`src/rtl/adc_align_pkg.sv`:
```
// Shared types and helpers for the ADC DDR sync-align path.
// Holds the alignment FSM states and the channel/lane bit-packing rule.
package adc_align_pkg;

    typedef enum logic [1:0] {
        SEARCH  = 2'd0,
        MEASURE = 2'd1,
        CONFIRM = 2'd2,
        LOCKED  = 2'd3
    } align_state_t;

    // LSB of channel `chan`, lane `lane` in a bus packed as [(c*NPAR+l)*W +: W].
    function automatic int lane_lsb(input int chan, input int lane,
                                    input int npar, input int width);
        return (chan * npar + lane) * width;
    endfunction

endpackage

```
`src/rtl/adc_lane_align.sv`:
```
// Per-channel barrel realign: two capture stages, then a registered
// lane rotate so that output lane 0 carries the sample at lane `phase`.
module adc_lane_align #(
    parameter int NBITS = 12,
    parameter int NPAR  = 2,
    parameter int PHW   = 1
) (
    input  logic                    clk,
    input  logic                    rst_n,
    input  logic [NPAR*NBITS-1:0]   din,
    input  logic [PHW-1:0]          phase,
    output logic [NPAR*NBITS-1:0]   dout
);

    localparam int SELW = $clog2(2 * NPAR);

    logic [NPAR*NBITS-1:0] din_p1;
    logic [NPAR*NBITS-1:0] din_p2;
    logic [NPAR*NBITS-1:0] aligned;
    logic [NBITS-1:0]      win [2*NPAR];

    // stage 1/2: capture, then hold one word back
    always_ff @(posedge clk or negedge rst_n) begin
        if (!rst_n) begin
            din_p1 <= '0;
            din_p2 <= '0;
        end else begin
            din_p1 <= din;
            din_p2 <= din_p1;
        end
    end

    // Older word occupies window lanes 0..NPAR-1, newer word the rest.
    for (genvar l = 0; l < NPAR; l++) begin : g_win
        assign win[l]        = din_p2[l*NBITS +: NBITS];
        assign win[NPAR + l] = din_p1[l*NBITS +: NBITS];
    end

    for (genvar j = 0; j < NPAR; j++) begin : g_sel
        logic [SELW-1:0] sel;
        assign sel = SELW'(phase) + SELW'(j);
        assign aligned[j*NBITS +: NBITS] = win[sel];
    end

    // stage 3: registered output word
    always_ff @(posedge clk or negedge rst_n) begin
        if (!rst_n) begin
            dout <= '0;
        end else begin
            dout <= aligned;
        end
    end

endmodule

```
`src/rtl/adc_ddr_sync_align.sv`:
```
// Multi-channel DDR ADC capture: locks to the sync pulse (lane and period),
// realigns every channel to the sync sample and tracks sticky overrange.
module adc_ddr_sync_align
    import adc_align_pkg::*;
#(
    parameter int  NBITS      = 12,
    parameter int  NCHAN      = 2,
    parameter int  NPAR       = 2,
    parameter int  CNTW       = 16,
    parameter int  LOCK_COUNT = 4,
    localparam int PHW        = (NPAR > 1) ? $clog2(NPAR) : 1
) (
    input  logic                          adc_clk,
    input  logic                          adc_rst_n,
    input  logic [NCHAN*NPAR*NBITS-1:0]   din,
    input  logic [NCHAN*NPAR-1:0]         ovr_in,
    input  logic [NPAR-1:0]               sync_in,
    input  logic                          ovr_clr,
    input  logic                          relock,
    output logic [NCHAN*NPAR*NBITS-1:0]   dout,
    output logic                          dout_valid,
    output logic                          sync_out,
    output logic [NCHAN-1:0]              ovr_sticky,
    output logic                          locked,
    output logic [PHW-1:0]                phase,
    output logic [CNTW-1:0]               sync_period,
    output logic                          sync_err
);

    localparam int MW = $clog2(LOCK_COUNT + 1);

    align_state_t         state, state_nxt;
    logic [PHW-1:0]       phase_nxt;
    logic [CNTW-1:0]      period_nxt;
    logic [MW-1:0]        match, match_nxt;
    logic                 err_nxt;

    logic [NPAR-1:0]       sync_p1;
    logic [NCHAN*NPAR-1:0] ovr_p1;
    logic                  ovr_clr_p1;
    logic                  sync_evt_p2;
    logic                  sync_evt;
    logic [PHW-1:0]        sync_lane;
    logic [CNTW-1:0]       cnt;
    logic [CNTW:0]         period_plus1;
    logic                  lane_ok, count_ok, cnt_sat, missed;
    logic [NCHAN-1:0]      ovr_any;

    for (genvar c = 0; c < NCHAN; c++) begin : g_chan
        adc_lane_align #(
            .NBITS (NBITS),
            .NPAR  (NPAR),
            .PHW   (PHW)
        ) u_align (
            .clk   (adc_clk),
            .rst_n (adc_rst_n),
            .din   (din[lane_lsb(c, 0, NPAR, NBITS) +: NPAR*NBITS]),
            .phase (phase),
            .dout  (dout[lane_lsb(c, 0, NPAR, NBITS) +: NPAR*NBITS])
        );
        assign ovr_any[c] = |ovr_p1[lane_lsb(c, 0, NPAR, 1) +: NPAR];
    end

    // stage 1: registered sync/overrange; ovr_clr is delayed to meet its set
    always_ff @(posedge adc_clk or negedge adc_rst_n) begin
        if (!adc_rst_n) begin
            sync_p1    <= '0;
            ovr_p1     <= '0;
            ovr_clr_p1 <= 1'b0;
        end else begin
            sync_p1    <= sync_in;
            ovr_p1     <= ovr_in;
            ovr_clr_p1 <= ovr_clr;
        end
    end

    always_comb begin
        sync_evt  = |sync_p1;
        sync_lane = '0;
        for (int l = NPAR - 1; l >= 0; l--) begin
            if (sync_p1[l]) sync_lane = PHW'(l);
        end
    end

    always_ff @(posedge adc_clk or negedge adc_rst_n) begin
        if (!adc_rst_n) begin
            cnt <= '0;
        end else if (sync_evt) begin
            cnt <= CNTW'(1);
        end else if (!cnt_sat) begin
            cnt <= cnt + CNTW'(1);
        end
    end

    assign period_plus1 = {1'b0, sync_period} + {{CNTW{1'b0}}, 1'b1};
    assign lane_ok      = (sync_lane == phase);
    assign count_ok     = (cnt == sync_period);
    assign cnt_sat      = &cnt;
    assign missed       = ({1'b0, cnt} == period_plus1);

    always_ff @(posedge adc_clk or negedge adc_rst_n) begin
        if (!adc_rst_n) begin
            state       <= SEARCH;
            phase       <= '0;
            sync_period <= '0;
            match       <= '0;
            sync_err    <= 1'b0;
        end else begin
            state       <= state_nxt;
            phase       <= phase_nxt;
            sync_period <= period_nxt;
            match       <= match_nxt;
            sync_err    <= err_nxt;
        end
    end

    always_comb begin
        state_nxt  = state;
        phase_nxt  = phase;
        period_nxt = sync_period;
        match_nxt  = match;
        err_nxt    = sync_err;
        if (relock) begin
            // A sync event in the same cycle is deliberately discarded.
            state_nxt = SEARCH;
            match_nxt = '0;
            err_nxt   = 1'b0;
        end else begin
            case (state)
                SEARCH: begin
                    if (sync_evt) begin
                        phase_nxt = sync_lane;
                        state_nxt = MEASURE;
                    end
                end
                MEASURE: begin
                    if (sync_evt) begin
                        if (lane_ok) begin
                            period_nxt = cnt;
                            match_nxt  = MW'(1);
                            state_nxt  = CONFIRM;
                        end else begin
                            state_nxt = SEARCH;
                        end
                    end else if (cnt_sat) begin
                        state_nxt = SEARCH;
                    end
                end
                CONFIRM: begin
                    if (sync_evt) begin
                        if (lane_ok && count_ok) begin
                            match_nxt = match + MW'(1);
                            if (match == MW'(LOCK_COUNT - 1)) state_nxt = LOCKED;
                        end else begin
                            state_nxt = SEARCH;
                            err_nxt   = 1'b1;
                        end
                    end else if (cnt_sat) begin
                        state_nxt = SEARCH;
                        err_nxt   = 1'b1;
                    end
                end
                LOCKED: begin
                    if (sync_evt ? (!lane_ok || !count_ok) : missed) begin
                        state_nxt = SEARCH;
                        err_nxt   = 1'b1;
                    end
                end
                default: state_nxt = SEARCH;
            endcase
        end
    end

    // stage 2/3: status aligned with the realigned output word
    always_ff @(posedge adc_clk or negedge adc_rst_n) begin
        if (!adc_rst_n) begin
            sync_evt_p2 <= 1'b0;
            sync_out    <= 1'b0;
            locked      <= 1'b0;
            ovr_sticky  <= '0;
        end else begin
            sync_evt_p2 <= sync_evt;
            sync_out    <= sync_evt_p2 && (state == LOCKED);
            locked      <= (state == LOCKED);
            ovr_sticky  <= (ovr_sticky & ~{NCHAN{ovr_clr_p1}}) | ovr_any;
        end
    end

    assign dout_valid = locked;

endmodule

```
`config.mk`:
```
export PLATFORM = sky130hd
export DESIGN_NAME = adc_ddr_sync_align
export DESIGN_NICKNAME = d
export VERILOG_FILES = /design/src/rtl/adc_align_pkg.sv /design/src/rtl/adc_lane_align.sv /design/src/rtl/adc_ddr_sync_align.sv
export SDC_FILE = /design/constraint.sdc
export NUM_CORES = 1
export LEC_CHECK = 0
export BUFFER_PORTS_ARGS = -buffer_cell sky130_fd_sc_hd__buf_4
export CELL_PAD_IN_SITES_DETAIL_PLACEMENT = 1
export CELL_PAD_IN_SITES_GLOBAL_PLACEMENT = 1
export CORE_MARGIN = 2
export CORE_UTILIZATION = 30
export DETAILED_ROUTE_END_ITERATION = 10
export PLACE_DENSITY_LB_ADDON = 0.1
export SLEW_MARGIN = 20
export SYNTH_ARGS = -nofsm -noshare
export SYNTH_HDL_FRONTEND = slang
export SYNTH_HIERARCHICAL = 1
export SYNTH_SLANG_ARGS = --single-unit
```
`constraint.sdc`:
```
create_clock -name adc_clk -period 5.75 [get_ports adc_clk]
set_input_delay 0.575 -clock adc_clk [delete_from_list [all_inputs] [get_ports adc_clk]]
set_output_delay 0.575 -clock adc_clk [all_outputs]
set_load 0.05 [all_outputs]
```
======== After elaboration in Yosys (flattened, before gate mapping) ========
Index checks and enable logic that the tools add are counted.
operators by class
  multiplexer cells ....................... 39
  bitwise operators ....................... 6
  magnitude comparators ................... 2
  equal/unequal tests ..................... 17
  $add $sub $neg .......................... 4
  reduce and logical (&&, ||, !) cells .... 17
operators with widths
  kind                                                             number
  12-bit binary-select mux with 2-bit select                       4
  12-bit 2-to-1 mux                                                8
  16-bit 2-to-1 mux                                                2
  2-bit 2-to-1 mux                                                 9
  3-bit inequality test, second input constant                     6
  16-bit by 1-bit adder with 17-bit output, second input constant  1
  16-bit by 17-bit equality test with 1-bit output                 1
  16-bit by 1-bit adder with 16-bit output, second input constant  1
  16-bit equality test                                             1
  16-bit AND reduction                                             1
  3-bit 2-to-1 mux                                                 5
  1-bit 2-to-1 mux                                                 8
  4-bit inequality test, second input constant                     2
  2-bit case mux with 4 select lines                               1
  4-bit AND reduction                                              2
  3-bit >= comparator, second input constant                       2
  3-bit case mux with 2 select lines                               1
  3-bit AND reduction                                              2
  3-bit nonzero test                                               2
  2-bit OR reduction                                               3
  5-bit inequality test, second input constant                     1
  5-bit AND reduction                                              1
  2-bit equality test, second input constant                       2
  3-bit by 1-bit adder with 3-bit output, second input constant    1
  other kinds (16)                                                 18
word-level totals
  flip-flop bits (word level) ............. 195
  output and inout bits ................... 71

======== Longest topological paths before layout ========
Gate-level depths: netlist of the first run.
  depth after elaboration ................. 9
  depth in mapped cells ................... 7
  depth with buffers taken out ............ 7

======== Modules after synthesis ========
Netlist of the first run, hierarchy kept.
modules (own cells, without submodules)
  module              cells each  area each (um^2)  sequential area each (um^2)  times used
  adc_lane_align      99          2198.4            1801.7                       2
  adc_ddr_sync_align  299         2971.6            1276.2                       1

======== Least setup slack after synthesis of the first run ========
OpenSTA, ideal clock, no wires.
  path type ............................... reg-to-reg
  start point ............................. reg sync_period[1]
  end point ............................... reg state[1]
  setup slack ............................. 3.166 ns
  stages on the path, launching flop included .. 8
  period minus slack after synthesis ...... 2.584 ns
  library setup time ...................... 0.124 ns
  data required time ...................... 5.626 ns
  path buffers ............................ 0
  arrival ................................. 2.460 ns
  cells stage by stage .................... dfrtp_1 > ha_1 > and3_4 > nand2_2 > or4_4 > a211oi_2 > o2111ai_1 > a211o_1
between the ends
  longest elaborated chain between the ends .. 6
  elaborated cells between the ends (all ways) .. 14
  classes of those cells .................. add/sub: 1; eq/ne: 4; mux: 5; reduce/logical: 4
ends and longest elaborated chain
  element                                                                           line                       text
  from (decl)                                                                       adc_ddr_sync_align.sv:26   output logic [CNTW-1:0] sync_period,
  from (signal assigned)                                                            adc_ddr_sync_align.sv:111  sync_period <= period_nxt;
  branches (longest 6 deep; another with 16-bit by 1-bit adder with 17-bit output)  -
  to (signal assigned)                                                              adc_ddr_sync_align.sv:109  state <= state_nxt;
  to (decl)                                                                         adc_ddr_sync_align.sv:32   align_state_t state, state_nxt;
Several ways; the timed one is not identified.
A chain may end at the register's enable or synchronous reset.

======== Worst setup path in the final report of the first run ========
  start point ............................. reg phase
  end point ............................... reg sync_period[11]
between the ends
  longest elaborated chain between the ends .. 2
ends and longest elaborated chain
  element                               line                       text
  from (decl)                           adc_ddr_sync_align.sv:25   output logic [PHW-1:0] phase,
  from (signal assigned)                adc_ddr_sync_align.sv:110  phase <= phase_nxt;
  1-bit equality test                   adc_ddr_sync_align.sv:96   assign lane_ok = (sync_lane == phase);
  4-bit AND reduction (no source line)  -
Every way passes these cells.

==> flow_summary.ini, run 1 <==
[detailed_routing]
drc = 0
wirelength_um = 16200
avgRoutedWirePerCell_um = 16.8
postRouteAntennaNets = 0
detail_route.iter0.violations = 137
drt_first_pass_iters = 7
via_count = 4293
drt-vias-per-instance = 4.45

[power_and_ir_drop]
power_frac_seq_pct = 45.1
p_sw_mw = 1.17
switching_share_pct = 32.5
clockPowerShare_pct = 32.8
powerDensity_mw_per_mm2 = 394
p_leak_nw = 4.22
power.internal_mw = 2.44
comb_power_share_pct = 22.2
vdd_drop_max_mv = 0.166

[worst_setup_path]
timing.rr.start = phase
startpoint = phase
worstPathCellList = nand3b_1 -> o21ai_0 -> nand3_1 -> mux2_2
path_delay_family = flip-flops
endpoint_kind = flop
cp_slowest_cell = dfrtp_4
cp.depth = 4
cpPeakStageDelay_ns = 1.03
crit_required_ns = 6.05
path_max_fanout = 53
timing.rr.end = sync_period[11]
path_class = reg -> reg
cp-start-kind = flop
r2r_cells = 4
critPathBufInv = 0
crit_arrival_ns = 3.15
endpoint = sync_period[11]
r2r_slack_ns = 2.91

[sta]
layout_min_cycle_time_ns = 2.84
relSlewSlack_pct = 36.1
setup_viol = 0
drv_slew = 0
tns_ns = 0
rsz0062_at_grt = false
fin_crit_sh_pct = 49.4
hold_ws_ns = 0.156
max_slew.worst_pin.slew_ns = 0.956
skew_ns = 0.0132
hold_viol = 0
clock.fmax_mhz = 352

[synth]
syn_area_per_cell_um2 = 14.8
async_flop_share_pct = 100
synth_warnings = 6
synth_largest_area_cell = dfrtp_1
synth.top_cells.by_area = dfrtp_1, mux2_4, mux2_2
synth_edf_count = 0
synthFlopType = dfrtp_1
synth_most_common_cell = dfrtp_1
seq_area_frac_synth_pct = 66.2
syn_area_mm2 = 0.00737
synth_commonest_cells = dfrtp_1, mux2_4, nor2_1
syn_nets = 559
synth_cell_types = 58
syn-instance-count = 497
synth.top_cell.area_share_pct = 66.2
postSynthRegisterBits = 195

[placed_design]
placed_cell_area_mm2 = 0.00857
port_buffers = 128
routabilityCongestion = 0.789
dp_hpwl_um = 11300
place_inst = 932

[final_layout]
stdcell_count = 964
final_util_pct = 37.8
diodes = 0
fin_area_mm2 = 0.00916
nFillCells = 2560
final_nets = 689
area_growth_pct = 24.3
seq_area_mm2 = 0.00488
multi_input_area_mm2 = 0.00225
drive_gt1_share_pct = 37.2

[clocking]
clockBufferDepth = 2
path_clk_slew_ns = 0.08
cts_tree = built
hold_buffers = 0
cts_max_level = 4
cts.sinks = 195
cts_setup_buffers = 0
post_cts_resized = 0
cts_inserted_buffers = 17
clockRootBuffer = clkbuf_16
clock_latency_ns = 0.43

[floorplan]
die-area_mm2 = 0.0258
pin_count = 129
core_mm2 = 0.0242
die_w_um = 161
die_h_um = 161
row_count = 57
start_util_pct = 30.4

[global_routing]
grt_usage_pct = 13.1
grt_pass1_vias = 4665
antenna_found_initial = 0
grt-ovfl-total = 0
grt_pass1_wl_um = 26000
grt_max_degree = 86

[run_status]
status = complete, no violations

[hold_path]
hp-class = in -> async

[flow_run]
maxCapViolCount = 0
==> per-stage QoR <==
step	power (mW)	setup slack (ns)
final	3.61	2.91
after global routing	3.78	2.61
after global placement	2.45	2.87
after detailed placement	2.47	2.84
after floorplan	2.23	3.17
after CTS	3.67	2.83
==> worst min-delay path by stage <==
| stage | cells past startpoint | start | endpoint | slack, ns |
|---|---|---|---|---|
| global placement | 0 | g_chan[1].u_align/din_p1[20] | g_chan[1].u_align/din_p2[20] | 0.33 |
| floorplan | 0 | adc_rst_n | cnt[0] | 0.28 |
| global route | 1 | adc_rst_n | g_chan[0].u_align/din_p1[7] | 0.22 |
| finish | 1 | adc_rst_n | g_chan[0].u_align/dout[2] | 0.16 |
| detailed placement | 0 | g_chan[0].u_align/din_p1[21] | g_chan[0].u_align/din_p2[21] | 0.34 |
| CTS | 1 | adc_rst_n | g_chan[0].u_align/dout[2] | 0.20 |
==> kinds of logic (layout without fill, tap and decap cells) <==
group / after synthesis / after routing / share of synthesized area, %
xor+xnor: 39 / 39 / 4.64
buf+inv: 33 / 176 / 3.29
mux: 66 / 66 / 12.0
compound gates: 42 / 42 / 4.26
simple gates: 118 / 118 / 8.86
flops: 195 / 195 / 66.2
fa+ha+maj: 4 / 4 / 0.679
==> power groups by stage <==
stage / sequential (mW) / combinational (mW) / clock [mW]
2_1_floorplan: 1.89 / 0.339 / 0
3_3_place_gp: 1.65 / 0.799 / 0
3_5_place_dp: 1.66 / 0.809 / 0
4_1_cts: 1.63 / 0.811 / 1.23
5_1_grt: 1.65 / 0.842 / 1.29
6_report: 1.63 / 0.800 / 1.19
==> worst reg2reg max path, delay by kind of cell (launching register included) <==
kind | cells | cell delay (ns)
AO/OA/AOI/OAI | 1 | 0.22
flip-flops | 1 | 1.03
multiplexers | 1 | 0.55
AND/OR/NAND/NOR | 2 | 0.92
==> placed cells by master (no fill, tap or decap), types with 3 or more instances in the layout <==
cell	Yosys	routed
a21oi_1	5	5
a31oi_1	5	5
and3_1	9	9
and4_1	3	3
buf_4	3	129
clkbuf_16	0	17
dfrtp_1	195	194
ha_1	4	4
inv_1	13	13
inv_6	0	3
inv_8	0	4
mux2_2	21	21
mux2_4	40	40
mux2i_1	5	5
nand2_1	19	19
nand3_1	16	16
nand4_1	9	9
nor2_1	34	34
nor3_1	5	5
nor4_1	3	3
o21ai_0	10	10
o31ai_1	4	4
or4_1	3	3
xnor2_1	24	24
xor2_1	15	15
==> sequential cells by signal, summed over array words and instances, names as in the netlist, 2 cells and up <==
name	flops
sync_period	16
match	3
cnt	16
state	2
sync_p1	2
ovr_p1	4
g_chan.u_align/dout	48
g_chan.u_align/din_p1	48
ovr_sticky	2
g_chan.u_align/din_p2	48
==> metal layers <==
layer  GRT usage [%]  wire length (µm)
met2            20.1              7540
met5               0                 0
met1            17.9              7750
met3            2.79               568
met4            6.01               362
==> final cells by class <==
class,count,share of cell area [%]
clock buffers,18,4.68
clock inverters,14,1.78
inverters,14,0.574
multi-input cells,269,24.5
flip-flops and latches,195,53.3
well taps,324,4.43
repair buffers,130,10.7
Note: power is estimated with default switching activity, not from simulation.
==> inputs of run 2 (changes only) <==
==> constraint.sdc (replaced) <==
create_clock -name adc_clk -period 2.34 [get_ports adc_clk]
set_input_delay 0.234 -clock adc_clk [delete_from_list [all_inputs] [get_ports adc_clk]]
set_output_delay 0.234 -clock adc_clk [all_outputs]
set_load 0.05 [all_outputs]
==> run 2 against run 1 <==
Net effect: count of clock-buffer cells in the layout decreased by 1; global-route usage is 1.1 points higher; largest power group unchanged; die area did not move; fmax rose by 23%; worst hold slack improved by 0.19 ns; via count grew 8.1%; routed wire length up 7.1%.
==> flow_summary.ini, run 2 (synthesized netlist as in run 1, its figures left out) <==
[detailed_routing]
drt-vias-per-instance = 4.40
drc = 0
via_count = 4642
postRouteAntennaNets = 0
wirelength_um = 17400
drt_first_pass_iters = 4
avgRoutedWirePerCell_um = 16.5
detail_route.iter0.violations = 162

[worst_setup_path]
crit_arrival_ns = 2.63
cp-start-kind = flop
cpPeakStageDelay_ns = 0.49
crit_required_ns = 2.66
cp_slowest_cell = or4_4
endpoint_kind = flop
path_max_fanout = 4
path_class = reg -> reg
worstPathCellList = ha_4 -> xor2_1 -> or4_4 -> a2111oi_4 -> o2111ai_2 -> o311ai_1

[final_layout]
final_nets = 780
reg_top3 = g_chan.u_align/din_p1: 48 flops, g_chan.u_align/din_p2: 48 flops, g_chan.u_align/dout: 48 flops
final_common_cell = dfrtp_1
area_growth_pct = 36.8
diodes = 0
final_cell_mix = dfrtp_1, buf_4, dlygate4sd3_1, mux2_4, nor2_1
fin_area_mm2 = 0.0101
drive_gt1_share_pct = 39.4

[power_and_ir_drop]
vdd_drop_max_mv = 0.377
p_leak_nw = 4.64
powerDensity_mw_per_mm2 = 903

[placed_design]
routabilityCongestion = 0.752
port_buffers = 128
dpl_worst_slack_ns = -0.117
placed_cell_area_mm2 = 0.00883
dp_hpwl_um = 12200

[clocking]
cts_inserted_buffers = 17
cts.sinks = 195
path_clk_slew_ns = 0.08
clockRootBuffer = clkbuf_16
cts_max_level = 4
cts_tree = built
clockBufferDepth = 2
clock_latency_ns = 0.44

[sta]
relSlewSlack_pct = 39.9
drv_slew = 0
skew_ns = 0.0154
layout_min_cycle_time_ns = 2.31
hold_ws_ns = 0.343
fin_crit_sh_pct = 98.7
hold_viol = 0
setup_ws_ns = 0.0293
max_slew.worst_pin.slew_ns = 0.901
rsz0062_at_grt = true
setup_viol = 0
clock.fmax_mhz = 433

[flow_run]
maxCapViolCount = 0

[global_routing]
grt-ovfl-total = 0
grt_pass1_wl_um = 28600
grt_usage_pct = 14.2
antenna_found_initial = 0
grt_max_degree = 65
grt_pass1_vias = 5298

[floorplan]
row_count = 57
die-area_mm2 = 0.0258
die_w_um = 161
start_util_pct = 30.4
die_h_um = 161
pin_count = 129
core_mm2 = 0.0242

[hold_path]
hp-class = reg -> reg

[run_status]
status = complete, no violations
run 2: cell type report:
cell class,instances,area [µm²]
fill,2574,14200
sequential,195,4890
multi-input combinational,269,2300
timing repair buffer,221,1830
clock buffer,17,425
tap,324,405
clock inverter,15,178
inverter,14,52.6
run 2: report_power, final:
part	total [mW]	switching (mW)	internal [mW]
sequential	3.85	0.159	3.69
combinational	2.35	1.39	0.963
clock	2.90	1.46	1.45
run 2: metrics by stage:
| step | power [mW] | instances | utilization, % | setup TNS, ns |
|---|---|---|---|---|
| CTS | 9.22 | 1050 | 41.3 | 0 |
| detailed placement | 6.17 | 961 | 36.4 | -0.252 |
| finish | 9.10 | 1055 | 41.6 | 0 |
| global placement | 6.13 | 961 | 36.4 | -0.182 |
| floorplan | 5.50 | 497 | - | 0 |
| global route | 9.56 | 1055 | 41.6 | -0.00883 |
run 2: what timing repair did:
item	CTS	global route
pin swaps	0	5
hold buffers	57	0
setup buffers	0	5
resized for setup	1	8
endpoints found under the hold margin	116	0
endpoints found under the setup margin	3	5
run 2: critical path, delay by kind of cell, from the launching register on:
family | cells | cell delay (ns)
simple gates | 1 | 0.49
xor+xnor | 1 | 0.13
fa+ha+maj | 1 | 0.24
flops | 1 | 0.44
compound gates | 3 | 0.88
run 2: worst paths after layout:
check                                                  start                      endpoint  slack (ns)  depth (start not counted)
worst min-delay path            g_chan[0].u_align/din_p1[20]  g_chan[0].u_align/din_p2[20]        0.34                          0
max in group asynchronous                          adc_rst_n     g_chan[1].u_align/dout[7]        1.20                          3
worst min register to register  g_chan[0].u_align/din_p1[20]  g_chan[0].u_align/din_p2[20]        0.34                          0
min in group asynchronous                          adc_rst_n   g_chan[0].u_align/din_p2[0]        0.35                          2
worst max register to register                sync_period[1]                      sync_err        0.03                          6
worst max-delay path                          sync_period[1]                      sync_err        0.03                          6
run 2: per-layer routing:
layer / track usage, % / wire length, µm
met5: 0 / 0
met4: 4.38 / 245
met3: 3.51 / 677
met2: 24.6 / 8770
met1: 17.5 / 7680
